File: config.mk
export PLATFORM = sky130hd
export DESIGN_NAME = lbdr_input_fifo
export DESIGN_NICKNAME = d
export VERILOG_FILES = /design/src/rtl/lbdr_input_fifo.sv
export SDC_FILE = /design/constraint.sdc
export NUM_CORES = 1
export LEC_CHECK = 0
export CAP_MARGIN = 25
export CORE_ASPECT_RATIO = 1.75
export CORE_MARGIN = 2
export CORE_UTILIZATION = 50
export CTS_BUF_LIST = sky130_fd_sc_hd__clkbuf_4 sky130_fd_sc_hd__clkbuf_8 sky130_fd_sc_hd__clkbuf_16
export CTS_CLUSTER_DIAMETER = 30
export DETAILED_ROUTE_END_ITERATION = 12
export PLACE_DENSITY = 0.75
export SKIP_CTS_REPAIR_TIMING = 1
export SYNTH_ARGS = -nofsm -noshare
export SYNTH_HDL_FRONTEND = slang
export SYNTH_SLANG_ARGS = --single-unit
File: constraint.sdc
create_clock -name clk -period 4.3 [get_ports clk]
set_clock_uncertainty 0.15 [all_clocks]
set_input_delay 0.86 -clock clk [delete_from_list [all_inputs] [get_ports clk]]
set_output_delay 0.86 -clock clk [all_outputs]
set_load 0.005 [all_outputs]
File: src/rtl/lbdr_input_fifo.sv
// Per-port router input buffer: first-word-fall-through flit FIFO with credit return,
// write-side packet framing check and sticky overflow/protocol error flags.
module lbdr_input_fifo #(
  parameter int DATA_WIDTH = 32,
  parameter int DEPTH      = 4
) (
  input  logic                  clk,
  input  logic                  rst,
  input  logic                  valid_in,
  input  logic [DATA_WIDTH-1:0] data_in,
  input  logic                  read_en,
  output logic [DATA_WIDTH-1:0] data_out,
  output logic [2:0]            flit_id,
  output logic [3:0]            dst_addr,
  output logic                  empty,
  output logic                  full,
  output logic                  credit_out,
  output logic                  overflow_err,
  output logic                  proto_err
);
  localparam int PTR_W = (DEPTH > 1) ? $clog2(DEPTH) : 1;
  localparam int CNT_W = PTR_W + 1;

  localparam logic [2:0] ID_HDR  = 3'b001;
  localparam logic [2:0] ID_BODY = 3'b010;
  localparam logic [2:0] ID_TAIL = 3'b100;

  typedef enum logic {IDLE, BUSY} state_t;

  logic [DATA_WIDTH-1:0] mem_q [DEPTH];
  logic [PTR_W-1:0]      wr_ptr_q, wr_ptr_d, rd_ptr_q, rd_ptr_d;
  logic [CNT_W-1:0]      count_q, count_d;
  logic                  credit_q, credit_d;
  logic                  overflow_q, overflow_d;
  logic                  proto_q, proto_d;
  state_t                state_q, state_d;
  logic                  rd_acc, wr_acc;
  logic [2:0]            in_id;

  assign in_id = data_in[DATA_WIDTH-1 -: 3];
  assign empty = (count_q == '0);
  assign full  = (count_q == CNT_W'(DEPTH));

  always_comb begin
    // A read frees a slot this cycle, so a full FIFO can still take a write.
    rd_acc     = read_en && !empty;
    wr_acc     = valid_in && (!full || rd_acc);
    wr_ptr_d   = wr_ptr_q;
    rd_ptr_d   = rd_ptr_q;
    count_d    = count_q + CNT_W'(wr_acc) - CNT_W'(rd_acc);
    credit_d   = rd_acc;
    overflow_d = overflow_q | (valid_in & ~wr_acc);
    proto_d    = proto_q;
    state_d    = state_q;
    if (wr_acc) wr_ptr_d = wr_ptr_q + 1'b1;
    if (rd_acc) rd_ptr_d = rd_ptr_q + 1'b1;
    if (wr_acc) begin
      case (in_id)
        ID_HDR: begin
          if (state_q == BUSY) proto_d = 1'b1;
          state_d = BUSY;
        end
        ID_BODY: if (state_q == IDLE) proto_d = 1'b1;
        ID_TAIL: begin
          if (state_q == IDLE) proto_d = 1'b1;
          state_d = IDLE;
        end
        default: proto_d = 1'b1;
      endcase
    end
  end

  always_ff @(posedge clk or posedge rst) begin
    if (rst) begin
      wr_ptr_q   <= '0;
      rd_ptr_q   <= '0;
      count_q    <= '0;
      credit_q   <= 1'b0;
      overflow_q <= 1'b0;
      proto_q    <= 1'b0;
      state_q    <= IDLE;
    end else begin
      wr_ptr_q   <= wr_ptr_d;
      rd_ptr_q   <= rd_ptr_d;
      count_q    <= count_d;
      credit_q   <= credit_d;
      overflow_q <= overflow_d;
      proto_q    <= proto_d;
      state_q    <= state_d;
    end
  end

  // Storage is deliberately left out of reset.
  always_ff @(posedge clk) begin
    if (wr_acc) mem_q[wr_ptr_q] <= data_in;
  end

  assign data_out     = mem_q[rd_ptr_q];
  assign flit_id      = data_out[DATA_WIDTH-1 -: 3];
  assign dst_addr     = data_out[DATA_WIDTH-4 -: 4];
  assign credit_out   = credit_q;
  assign overflow_err = overflow_q;
  assign proto_err    = proto_q;
endmodule

==> flow_summary.yaml <==
setup_path:
  rrSetupSlack_ns: 1.87
  worstSetupPathType: "reg2out"
  worstReg2RegEnd: "count_q[2]$_DFF_PP0_"
  critPathLaunch: "rd_ptr_q[0]$_DFFE_PP0N_"
  required_ns: 3.29
  worst_path_max_delay_cell: "dfrtp_2"
  crit_fanout: 18
  end_kind: "output port"
  critical_path.cell_chain: "buf_12, mux4_2, clkdlybuf4s50_1"
  crit_end: "data_out[29]"
  worst_path_largest_cell_delay_ns: 0.76
  startpoint_type: "flop"
  ff2ff_path_depth: 8
  critical_path_arrival_ns: 2.47
  rr_startpoint: "count_q[1]$_DFF_PP0_"
hold_path:
  hp-class: "reg2reg"
  hold_start: "proto_err$_DFFE_PP0P_"
clock_tree:
  numClockSinks: 139
  clk_latency_ns: 0.40
  cts-root-buf: "clkbuf_16"
  cts_buffers: 17
  clockBufferDepth: 2
  clkTransAtPathRegs_ns: 0.05
  htreeDepth: 4
  cts_tree: "yes"
sta:
  post-route-period-util_pct: 80.96
  tightest_slew_ns: 0.8810
  max_slew_margin_pct: 41.27
  hold_viol: 0
  finalSetupViolations: 0
  period_minus_slack_ns: 3.481
  timing.fmax_mhz: 287.2
  finalSetupTns_ns: 0
  rsz0062_at_grt: "false"
  slew_violations: 0
placement:
  gp_congestion: 0.7945
  dp_hpwl_um: 5663
  port_buffers: 79
global_route:
  grt_max_degree: 33
  grt_pass1_wl_um: 14260
  antenna_found_initial: 0
  first_global_vias: 2776
  grt_overflow_total: 0
  grt_use_total_pct: 17.89
yosys:
  syn_area_per_cell_sq_um: 22.68
  yosysWarningCount: 0
  netlist_area_sq_um: 5263
  async_reset_ff_share_pct: 7.914
  synth_ff_type: "edfxtp_1"
  netlist_top_cells_count: "edfxtp_1, mux4_2, dfrtp_1"
  synth-seq-cells: 139
  synth_area_leaders: "edfxtp_1, mux4_2, dfrtp_1"
  synth_most_common_cell: "edfxtp_1"
  synth_edf_count: 128
  synth_top_area_cell: "edfxtp_1"
  synth_top_area_share_pct: 73.04
  syn-num-nets: 274
  synth_cells: 232
  synth-seq-area-share_pct: 78.27
  ys_types: 29
drt:
  drt_pass1_iterations: 4
  drt_iter0_drc: 172
  wl_per_cell_um: 20.24
  ant_nets: 0
  drt-total-wl_um: 9230
  drc: 0
  vias: 2499
  via_per_inst: 5.480
cells_and_area:
  n_antenna_cell: 0
  drive_above_1_share_pct: 21.28
  final_nets: 358
  fill_cells: 676
  final_util_pct: 65.76
  syn2layout_area_growth_pct: 27.94
power:
  ir_worst_vdd_v: 0.0004273
  power_density_nw_per_um2: 704.0
  p_leak_nw: 2.288
job:
  cap_viol_max_count: 0
die:
  num_io_pins: 80
  initial_core_util_pct: 51.40
  core_area_sq_um: 10240
  die_area_sq_um: 11390
  rows: 49
  fp.dieH_um: 139.7
  die_w_um: 81.55
status:
  status: "completed"
[layout make-up]
type	instances	area [sq um]	area share, %
clock buffers	20	447.9	6.653
clock inverters	12	128.9	1.914
inverters	7	26.28	0.3903
multi-input cells	69	1025	15.22
flip-flops and latches	139	4120	61.20
well taps	127	158.9	2.360
repair buffers	82	825.8	12.27
[layout by cell type, fill, tap and decap left out, types with 2 or more instances in the layout]
cell type / instances
clkdlybuf4s50_1: 79
clkinv_1: 5
clkbuf_16: 17
mux4_2: 32
edfxtp_1: 128
bufinv_16: 3
dfrtp_1: 10
ha_1: 5
a21o_1: 2
and3_2: 4
nor2_1: 5
xnor2_1: 5
clkinv_2: 4
clkbuf_4: 3
buf_4: 2
inv_1: 7
[state kept, by name, indices dropped and copies added, names as in the netlist]
register and cells:
mem_q 128, count_q 3, rd_ptr_q 2, wr_ptr_q 2, credit_out 1, overflow_err 1
proto_err 1, state_q 1
[report_power, final]
group	internal (W)	switching, W	leakage [nW]
combinational	0.000857	0.000561	0.699
clock	0.000915	0.000483	0.289
sequential	0.00179	0.000137	1.30
[how the worst min path moves through the flow]
stage                                   to  cells after the start
finish               proto_err$_DFFE_PP0P_                      1
global route        overflow_err$_DFF_PP0_                      1
CTS                  proto_err$_DFFE_PP0P_                      1
detailed placement   proto_err$_DFFE_PP0P_                      1
global placement    overflow_err$_DFF_PP0_                      1
floorplan            proto_err$_DFFE_PP0P_                      1
[worst max-delay path, delay by kind of cell (launching register included)]
family / cells / cell delay [ns]
muxes: 1 / 0.54
DFF: 1 / 0.76
buffers and inverters: 2 / 0.76
[stage by stage]
step | setup slack (ns) | total power (W) | instance area, sq um | hold slack (ns) | cells
CTS | 0.7352 | 0.004805 | 6733 | 0.3329 | 456
detailed placement | 1.117 | 0.003404 | 6156 | 0.3133 | 424
finish | 0.8186 | 0.004740 | 6733 | 0.3298 | 456
floorplan | 1.646 | 0.002673 | 5263 | 0.3126 | 232
global placement | 1.150 | 0.003362 | 6156 | 0.3255 | 424
global route | 0.6467 | 0.004949 | 6733 | 0.3614 | 456
[metal layers]
metal | share of wire (%) | GRT usage [%] | up-vias
met2 | 57 | 31.06 | 71
met5 | 0 | 0 | -
met1 | 38 | 19.33 | 1305
met4 | 1.7 | 7.583 | 0
met3 | 4.0 | 6.031 | 12
li1 | - | - | 1111
[cells by family after synthesis]
group / share of synthesized area (%)
and+or+nand+nor: 2.116
adders and majority gates: 1.569
DFF: 78.27
muxes: 13.69
AOI/OAI and AO/OA: 1.165
xor gates and xnor gates: 0.8321
buffers and inverters: 2.354
No activity file was read; power rests on OpenSTA's default activity.
